File: config.mk
export PLATFORM = sky130hd
export DESIGN_NAME = pitch_frame_sequencer
export DESIGN_NICKNAME = d
export VERILOG_FILES = /design/src/rtl/pitch_frame_sequencer.sv
export SDC_FILE = /design/constraint.sdc
export NUM_CORES = 1
export LEC_CHECK = 0
export ABC_CLOCK_PERIOD_IN_PS = 2000
export CAP_MARGIN = 10
export CORE_AREA = 2 2 152 154
export DETAILED_ROUTE_END_ITERATION = 16
export DIE_AREA = 0 0 154 156
export GPL_TIMING_DRIVEN = 0
export PLACE_DENSITY = 0.74
export SYNTH_ARGS = -nofsm -noshare
export SYNTH_HDL_FRONTEND = slang
export SYNTH_SLANG_ARGS = --single-unit
File: constraint.sdc
create_clock -name clock -period 2 [get_ports clock]
set_input_delay 0.5 -clock clock [delete_from_list [all_inputs] [get_ports clock]]
set_output_delay 0.5 -clock clock [all_outputs]
set_load 0.05 [all_outputs]
File: src/rtl/pitch_frame_sequencer.sv
`default_nettype none
// ============================================================================
// Module  : pitch_frame_sequencer
// Brief   : Admits whole FFT frames to the HPS and phase units, gathers the
//           peak bin and tracked-bin phase, and publishes one result per frame.
// Revision: 1.0 - initial release
// ============================================================================
module pitch_frame_sequencer #(
  parameter int FRAME_LEN   = 1024,
  parameter int K_WIDTH     = 16,
  parameter int PHASE_WIDTH = 24,
  parameter int TIMEOUT     = 4095
) (
  input  logic                   clock,
  input  logic                   reset_n,
  input  logic [79:0]            fft_data,
  input  logic [15:0]            fft_user,
  input  logic                   fft_valid,
  input  logic                   fft_last,
  output logic [79:0]            fwd_data,
  output logic [15:0]            fwd_user,
  output logic                   fwd_valid,
  output logic                   fwd_last,
  input  logic [K_WIDTH-1:0]     k_max,
  input  logic                   k_max_valid,
  input  logic [PHASE_WIDTH-1:0] phase_in,
  input  logic [K_WIDTH-1:0]     phase_bin,
  input  logic                   phase_in_valid,
  input  logic                   phase_in_last,
  output logic [K_WIDTH-1:0]     res_k_max,
  output logic [PHASE_WIDTH-1:0] res_phase,
  output logic                   res_valid,
  output logic                   busy,
  output logic [7:0]             drop_count,
  output logic                   err_len,
  output logic                   err_timeout
);

  localparam logic [2:0] c_st_idle   = 3'd0;
  localparam logic [2:0] c_st_stream = 3'd1;
  localparam logic [2:0] c_st_wait   = 3'd2;
  localparam logic [2:0] c_st_done   = 3'd3;
  localparam logic [2:0] c_st_drop   = 3'd4;

  localparam int c_cnt_w = $clog2(FRAME_LEN + 1);
  localparam int c_tmo_w = $clog2(TIMEOUT + 1);
  localparam logic [c_cnt_w-1:0] c_cnt_last = c_cnt_w'(FRAME_LEN - 1);
  localparam logic [c_cnt_w-1:0] c_cnt_sat  = c_cnt_w'(FRAME_LEN);
  localparam logic [c_tmo_w-1:0] c_tmo_last = c_tmo_w'(TIMEOUT - 1);
  localparam bit                 c_single   = (FRAME_LEN == 1);

  logic [2:0]             r_state;
  logic [2:0]             w_state_nxt;
  logic [c_cnt_w-1:0]     r_bin_cnt;
  logic [c_tmo_w-1:0]     r_tmo;
  logic                   r_got_k;
  logic                   r_got_p;
  logic                   r_inflight;
  logic [K_WIDTH-1:0]     r_k_max_hold;
  logic [K_WIDTH-1:0]     r_target_bin;
  logic [PHASE_WIDTH-1:0] r_phase_hold;

  logic                   w_got_k;
  logic                   w_got_p;
  logic                   w_in_gate;
  logic                   w_inflight_nxt;
  logic                   w_start;
  logic                   w_fwd_en;
  logic                   w_len_err;
  logic                   w_drop_inc;
  logic                   w_res_fire;
  logic                   w_timeout;
  logic [c_cnt_w-1:0]     w_beat_idx;
  logic [K_WIDTH-1:0]     w_k_hold_nxt;
  logic [PHASE_WIDTH-1:0] w_phase_hold_nxt;

  assign w_got_k = r_got_k | k_max_valid;
  assign w_got_p = r_got_p | (phase_in_valid & phase_in_last);

  // DONE only accepts a new frame when no dropped frame is still streaming past.
  assign w_in_gate = (r_state == c_st_idle) || ((r_state == c_st_done) && !r_inflight);

  // Tracks a discarded frame that started while waiting for results.
  assign w_inflight_nxt = fft_valid ? !fft_last : r_inflight;

  always_ff @(posedge clock or negedge reset_n) begin
    if (!reset_n) begin
      r_state <= c_st_idle;
    end else begin
      r_state <= w_state_nxt;
    end
  end

  always_comb begin
    w_state_nxt = r_state;
    case (r_state)
      c_st_idle, c_st_done: begin
        if ((r_state == c_st_done) && r_inflight) begin
          w_state_nxt = (fft_valid && fft_last) ? c_st_idle : c_st_drop;
        end else if (w_start) begin
          w_state_nxt = fft_last ? c_st_wait : c_st_stream;
        end else if (fft_valid && !fft_last) begin
          w_state_nxt = c_st_drop;
        end else begin
          w_state_nxt = c_st_idle;
        end
      end
      c_st_stream: begin
        if (fft_valid && fft_last) begin
          w_state_nxt = c_st_wait;
        end
      end
      c_st_wait: begin
        if (w_got_k && w_got_p) begin
          w_state_nxt = c_st_done;
        end else if (r_tmo == c_tmo_last) begin
          // An abandoned wait still has to swallow the rest of a dropped frame.
          w_state_nxt = w_inflight_nxt ? c_st_drop : c_st_idle;
        end
      end
      c_st_drop: begin
        if (fft_valid && fft_last) begin
          w_state_nxt = c_st_idle;
        end
      end
      default: w_state_nxt = c_st_idle;
    endcase
  end

  always_comb begin
    w_start    = w_in_gate && fft_valid && (fft_user == '0);
    w_fwd_en   = w_start || ((r_state == c_st_stream) && fft_valid);
    w_beat_idx = (r_bin_cnt == c_cnt_sat) ? r_bin_cnt : r_bin_cnt + 1'b1;
    w_len_err  = (w_start && fft_last && !c_single) ||
                 ((r_state == c_st_stream) && fft_valid && fft_last && (w_beat_idx != c_cnt_last));
    w_drop_inc = fft_valid && fft_last &&
                 ((r_state == c_st_wait) || (r_state == c_st_drop) ||
                  ((r_state == c_st_done) && r_inflight) ||
                  (w_in_gate && (fft_user != '0)));
    w_res_fire = (r_state == c_st_wait) && w_got_k && w_got_p;
    w_timeout  = (r_state == c_st_wait) && !w_res_fire && (r_tmo == c_tmo_last);
    w_k_hold_nxt     = ((r_state == c_st_wait) && k_max_valid) ? k_max : r_k_max_hold;
    w_phase_hold_nxt = (phase_in_valid && (phase_bin == r_target_bin)) ? phase_in : r_phase_hold;
  end

  always_ff @(posedge clock or negedge reset_n) begin
    if (!reset_n) begin
      fwd_data     <= '0;
      fwd_user     <= '0;
      fwd_valid    <= 1'b0;
      fwd_last     <= 1'b0;
      r_bin_cnt    <= '0;
      r_tmo        <= '0;
      r_got_k      <= 1'b0;
      r_got_p      <= 1'b0;
      r_inflight   <= 1'b0;
      r_k_max_hold <= '0;
      r_phase_hold <= '0;
      r_target_bin <= '0;
      res_k_max    <= '0;
      res_phase    <= '0;
      res_valid    <= 1'b0;
      busy         <= 1'b0;
      drop_count   <= '0;
      err_len      <= 1'b0;
      err_timeout  <= 1'b0;
    end else begin
      fwd_valid <= w_fwd_en;
      fwd_last  <= w_fwd_en & fft_last;
      if (w_fwd_en) begin
        fwd_data <= fft_data;
        fwd_user <= fft_user;
      end

      if (w_start) begin
        r_bin_cnt <= '0;
      end else if ((r_state == c_st_stream) && fft_valid) begin
        r_bin_cnt <= w_beat_idx;
      end

      if (r_state == c_st_wait) begin
        r_got_k <= w_got_k;
        r_got_p <= w_got_p;
        r_tmo   <= r_tmo + 1'b1;
      end else begin
        r_got_k <= 1'b0;
        r_got_p <= 1'b0;
        r_tmo   <= '0;
      end
      r_inflight <= (r_state == c_st_wait) ? w_inflight_nxt : 1'b0;

      r_k_max_hold <= w_k_hold_nxt;
      r_phase_hold <= w_phase_hold_nxt;

      // Results land in the DONE cycle; next frame's phase is taken at this peak.
      res_valid <= w_res_fire;
      if (w_res_fire) begin
        res_k_max    <= w_k_hold_nxt;
        res_phase    <= w_phase_hold_nxt;
        r_target_bin <= w_k_hold_nxt;
      end

      busy <= (w_state_nxt == c_st_stream) || (w_state_nxt == c_st_wait);

      if (w_len_err) begin
        err_len <= 1'b1;
      end
      if (w_timeout) begin
        err_timeout <= 1'b1;
      end
      if (w_drop_inc && (drop_count != 8'hFF)) begin
        drop_count <= drop_count + 8'd1;
      end
    end
  end

endmodule
`default_nettype wire
==> flow_summary.json, run 1 <==
{
  "yosysMostFrequentCell": "nand2_1",
  "drt_iter0_markers": 425,
  "vias_per_cell": 4.98,
  "worstPathRequired_ps": 1500,
  "peakVddDrop_v": 0.000538,
  "synth-edff-count": 0,
  "yosysSeqAreaShare_pct": 60.5,
  "reg2reg_depth": 8,
  "cts_sinks": 219,
  "clk_latency_ps": 510,
  "syn_inst": 910,
  "grt_antenna_before_repair": 0,
  "cpMaxStageDelayCell": "dlygate4sd2_1",
  "slew_violations": 0,
  "grt_overflow": 0,
  "fp.dieH_um": 156,
  "die_w_um": 154,
  "max-slew-margin-rel_pct": 40.3,
  "async_reset_ff_share_pct": 100,
  "post_dp_cell_area_um2": 12500,
  "cp.depth": 1,
  "place_hpwl_um": 19600,
  "setup_viol": 0,
  "ys_top_cells_by_area": "dfrtp_1 60%, nand2_1 14%, mux2_2 4.1%, xor2_1 2.2%, nor2_1 1.9%",
  "numCtsBuffers": 24,
  "gp_congestion": 0.852,
  "critPathTopFamily": "buffers and inverters",
  "cpPeakStageDelay_ps": 560,
  "port_buffers": 308,
  "crit_chain": "dlygate4sd2_1",
  "worstReg2RegStart": "r_state[0]",
  "ios": 309,
  "cts_tree": "built",
  "wl_per_cell_um": 17.3,
  "fin_nets": 1416,
  "crit_type": "reg2out",
  "htreeDepth": 1,
  "clock_skew_ps": 12.9,
  "grt_max_degree": 116,
  "pre_cts_slack_ps": -1260,
  "ys_seq_elements": 219,
  "wl_um": 27000,
  "drt_pass1_iterations": 6,
  "hold_path.class": "in2async",
  "crit_buf_inv": 1,
  "synth_warnings": 0,
  "final_layout_size_suffix_gt1_share_pct": 14.2,
  "maxCapViolCount": 0,
  "crit_path_max_fanout": 3,
  "design.core.area_um2": 22400,
  "grt_pass1_wl_um": 42500,
  "finalHoldViolCount": 0,
  "period_share_pct": 98.1,
  "ant_nets": 0,
  "p_per_area_nw_per_um2": 743,
  "period_minus_slack_ps": 1960,
  "synth_ff_type": "dfrtp_1",
  "synth_area_um2": 9060,
  "worstSetupStartpointType": "flop",
  "yosysTopAreaCell": "dfrtp_1",
  "worstPathArrival_ps": 1460,
  "reg2reg_slack_ps": 40,
  "endpoint_kind": "output pin",
  "start_util_pct": 40.5,
  "ys_types": 50,
  "fmax_ghz": 0.510,
  "cts.clk_slew.worst_paths_ps": 60,
  "run_status": "completed",
  "final_util_pct": 60.3,
  "dieArea_um2": 24000,
  "yosysTopAreaCellShare_pct": 60.5,
  "drc_errors": 0,
  "r2r_end": "r_bin_cnt[4]",
  "power.leakage_nw": 7.25,
  "vias": 7737,
  "yosys-top-cells-count": "334 x nand2_1, 219 x dfrtp_1, 46 x nor2_1",
  "finalInstanceArea_um2": 13500,
  "worst_slack_ps": 37.3,
  "tightest_slew_ps": 895,
  "rsz0062_at_grt": "true",
  "grt_pass1_vias": 7909,
  "areaGrowthSynthToFinish_pct": 48.7,
  "cts_root_buffer": "clkbuf_16",
  "syn_avg_cell_area_um2": 9.96,
  "clk_path_buf_depth": 3,
  "rows": 55,
  "gr-usage-all-layers_pct": 22.2,
  "syn-num-nets": 1075
}
kinds of logic after synthesis:
group / synth area share (%)
and+or+nand+nor: 21.7
buffers and inverters: 3.33
muxes: 4.21
adders and majority gates: 0.828
xor gates and xnor gates: 3.38
DFF: 60.5
AOI/OAI and AO/OA: 6.07
area by class of cell:
cell class	count	area, µm²
Clock inverter	8	55.1
Tap cell	285	357
Antenna cell	1	2.50
Clock buffer	36	716
Buffer	43	337
Multi-Input combinational cell	635	3490
Inverter	8	30.0
Fill cell	1977	8880
Timing Repair Buffer	320	3010
Sequential cell	219	5490
worst max path at each step:
stage / from / endpoint / slack (ps)
6_report: res_k_max[0] / res_k_max[0] / 40
5_1_grt: r_state[2] / res_k_max[10] / -20
2_1_floorplan: res_k_max[12] / res_phase[10] / -5
3_5_place_dp: fft_user[9] / r_state[0] / -1260
3_3_place_gp: reset_n / res_k_max[2] / -9730
4_1_cts: r_state[0] / r_bin_cnt[4] / -10
cells in the final DEF (no fill, tap or decap), types with 4 or more instances in the layout:
cell type,Yosys,routed
and2_1,7,6
mux2_2,33,33
dfrtp_1,219,214
ha_1,6,5
a31oi_1,25,25
clkdlybuf4s50_1,0,140
nor2_1,46,46
nand4_1,9,9
nand3_1,33,33
nand2_1,334,334
a21oi_1,9,9
o21ai_0,26,8
xnor2_1,12,12
nor4_4,0,5
xor2_1,23,23
buf_6,2,11
and3_1,7,7
clkbuf_16,0,24
clkinv_2,0,6
nor4_2,0,4
clkdlybuf4s15_1,0,15
inv_1,7,7
clkbuf_8,0,7
o21ai_1,9,11
o21ai_2,0,16
buf_4,13,28
clkbuf_2,0,9
clkbuf_1,11,8
dlygate4sd2_1,0,137
clkdlybuf4s15_2,0,7
nor4_1,13,4
buf_2,22,5
dfrtp_2,0,5
timing repair:
item | in CTS | in global routing
cloned | 1 | 0
setup buffers | 8 | 2
pin swaps | 10 | 8
endpoints found under the setup margin | 333 | 165
hold buffers | 0 | 0
gates resized for setup | 217 | 108
routing by layer:
layer / track usage [%] / share of wire, %
met2: 37.9 / 48
met4: 8.50 / 3.7
met5: 0 / 0
met3: 6.39 / 9.0
met1: 26.7 / 39
state kept, by name (all words and copies together) (netlist names), 3 cells and up:
register	flops
res_phase	24
r_k_max_hold	16
r_bin_cnt	11
fwd_user	16
drop_count	8
r_phase_hold	24
res_k_max	16
fwd_data	80
r_state	3
r_tmo	12
where the power goes:
| part | internal (mW) | switching [mW] | total [mW] |
|---|---|---|---|
| registers | 4.53 | 0.0927 | 4.62 |
| logic | 0.470 | 0.656 | 1.13 |
| clock network | 2.48 | 1.79 | 4.27 |
through the flow:
stage          setup TNS [ps]  cells  total power, mW  hold WS (ps)
2_1_floorplan           -98.7    910             5.19           204
3_3_place_gp         -2112010   1503             5.86           440
3_5_place_dp          -165220   1504             5.88           451
4_1_cts                 -22.2   1555             10.1          86.8
5_1_grt                  -313   1554             10.4           107
6_report                    0   1555             10.0          25.6
Power figures use the tool's default switching activity.
==> run 2: changes to the inputs <==
--- a/config.mk
+++ b/config.mk
@@ -8,6 +8,7 @@
 export ABC_CLOCK_PERIOD_IN_PS = 2000
 export CAP_MARGIN = 10
 export CORE_AREA = 2 2 152 154
+export CTS_CLUSTER_SIZE = 8
 export DETAILED_ROUTE_END_ITERATION = 16
 export DIE_AREA = 0 0 154 156
 export GPL_TIMING_DRIVEN = 0
==> run 2 against run 1 <==
The run now ends with setup timing left. Final cell count increased by 0.77%. Sequential power about the same. Combinational power barely moved. Via count grew 3.4%. Utilization up 2.5 points. Sequential share of layout area fell by 1.6 points. Clock skew rose by 9.6 ps. Worst hold slack got worse by 22 ps. Non-clock buffer count up 18. Setup slack worse by 110 ps. Critical endpoint is now r_bin_cnt[4].
==> flow_summary.json, run 2 (synthesis results as in run 1) <==
{
  "place_hpwl_um": 19600,
  "max-slew-margin-rel_pct": 41.2,
  "design.core.area_um2": 22400,
  "final_common_cell": "nand2_1",
  "dieArea_um2": 24000,
  "htreeDepth": 1,
  "cpMaxStageDelayCell": "o41a_1",
  "ant_nets": 0,
  "crit_buf_inv": 3,
  "die_w_um": 154,
  "instances_no_fill": 1567,
  "port_buffers": 308,
  "slew_violations": 0,
  "setup_viol": 82,
  "peakVddDrop_v": 0.000625,
  "cts.clk_slew.worst_paths_ps": 50,
  "cts_root_buffer": "clkbuf_16",
  "maxCapViolCount": 0,
  "grt_pass1_wl_um": 43500,
  "largest_reg_flops": 80,
  "p_per_area_nw_per_um2": 745,
  "reg_top3": "fwd_data x80, r_phase_hold x24, res_phase x24",
  "vias_per_cell": 5.10,
  "top_register": "fwd_data",
  "gp_congestion": 0.852,
  "placed_cells": 1504,
  "worstPathRequired_ps": 2420,
  "cpPeakStageDelay_ps": 480,
  "power_mw": 10.5,
  "ios": 309,
  "wl_per_cell_um": 18.1,
  "grt_pass1_vias": 8095,
  "run_status": "finished with violations",
  "crit_type": "reg2reg",
  "grt_antenna_before_repair": 2,
  "vias": 7997,
  "final_cell_mix": "328 x nand2_1, 215 x dfrtp_1, 145 x clkdlybuf4s50_1",
  "rsz0062_at_grt": "true",
  "areaGrowthSynthToFinish_pct": 54.9,
  "finalHoldViolCount": 0,
  "clock_skew_ps": 22.5,
  "wl_um": 28400,
  "fmax_ghz": 0.482,
  "gr-usage-all-layers_pct": 22.7,
  "rows": 55,
  "grt_overflow": 0,
  "tightest_slew_ps": 881,
  "fillers": 1876,
  "drt_pass1_iterations": 5,
  "fp.dieH_um": 156,
  "endpoint_kind": "flop",
  "worstPathArrival_ps": 2490,
  "worst_slack_ps": -74.0,
  "cp_common_cell": "buf_12",
  "clk_path_buf_depth": 3,
  "drc_errors": 0,
  "power.leakage_nw": 7.32,
  "worstSetupStartpointType": "flop",
  "cts_tree": "built",
  "critPathTopFamily": "compound AO/OA/AOI/OAI gates",
  "period_share_pct": 104,
  "final_layout_size_suffix_gt1_share_pct": 17.4,
  "crit_chain": "or2_4, o21a_1, o41a_1, buf_6, buf_12, buf_12, o21ai_2, o31ai_2",
  "numCtsBuffers": 31,
  "hold_path.class": "in2async",
  "fin_nets": 1441,
  "grt_max_degree": 116,
  "clk_latency_ps": 560,
  "violations": "setup timing",
  "cts_sinks": 219,
  "crit_path_max_fanout": 6,
  "drt_iter0_markers": 489,
  "period_minus_slack_ps": 2070,
  "start_util_pct": 40.5
}
==> run 2: area by class of cell <==
type / count / area, µm² / area share (%)
well taps: 285 / 357 / 2.54
plain buffers: 43 / 417 / 2.97
multi-input cells: 635 / 3580 / 25.5
diodes: 3 / 7.51 / 0.0535
clock buffers: 34 / 787 / 5.61
clock inverters: 2 / 50.0 / 0.357
repair buffers: 338 / 3320 / 23.6
inverters: 8 / 32.5 / 0.232
flip-flops and latches: 219 / 5490 / 39.1
==> run 2: per-stage QoR <==
step	cell area [µm²]	setup TNS, ps	hold slack (ps)	utilization [%]	setup slack [ps]
final	14000	-1630	3.45	62.8	-74.0
after CTS	13600	-57.8	56.9	60.9	-20.4
after global routing	14000	-11110	90.3	62.8	-135
after floorplan	9070	-98.7	204	-	-4.94
after detailed placement	12500	-165220	451	56.1	-1260
after global placement	12500	-2112010	440	55.9	-9730
==> run 2: final timing paths <==
check	from	end	slack, ps	cells after the start
max reg2reg	r_state[0]	r_bin_cnt[4]	-70	8
min reg2reg	fwd_data[18]	fwd_data[18]	450	2
max in group asynchronous	reset_n	fwd_data[56]	980	2
min	reset_n	r_phase_hold[6]	3	1
min in group clock	fft_user[4]	fwd_user[4]	350	3
max	r_state[0]	r_bin_cnt[4]	-70	8
==> run 2: power by group <==
part	switching, mW	internal (mW)	leakage [nW]
clock network	1.82	2.86	0.409
logic	0.665	0.482	3.90
registers	0.0948	4.54	3.01
==> run 2: repair_timing <==
| item | in CTS | in global routing |
|---|---|---|
| gates cloned | 3 | 5 |
| pin swaps | 11 | 21 |
| endpoints found under the hold margin | 0 | 0 |
| setup buffers | 13 | 8 |
| endpoints found under the setup margin | 333 | 198 |
| hold buffers | 0 | 0 |
| gates resized for setup | 272 | 146 |
==> run 2: metal layers <==
| layer | vias up | track usage (%) | wire length [µm] |
|---|---|---|---|
| met2 | 335 | 38.8 | 14100 |
| li1 | 3747 | - | - |
| met3 | 64 | 7.25 | 2610 |
| met1 | 3851 | 26.9 | 10700 |
| met5 | - | 0 | 0 |
| met4 | 0 | 8.72 | 1020 |
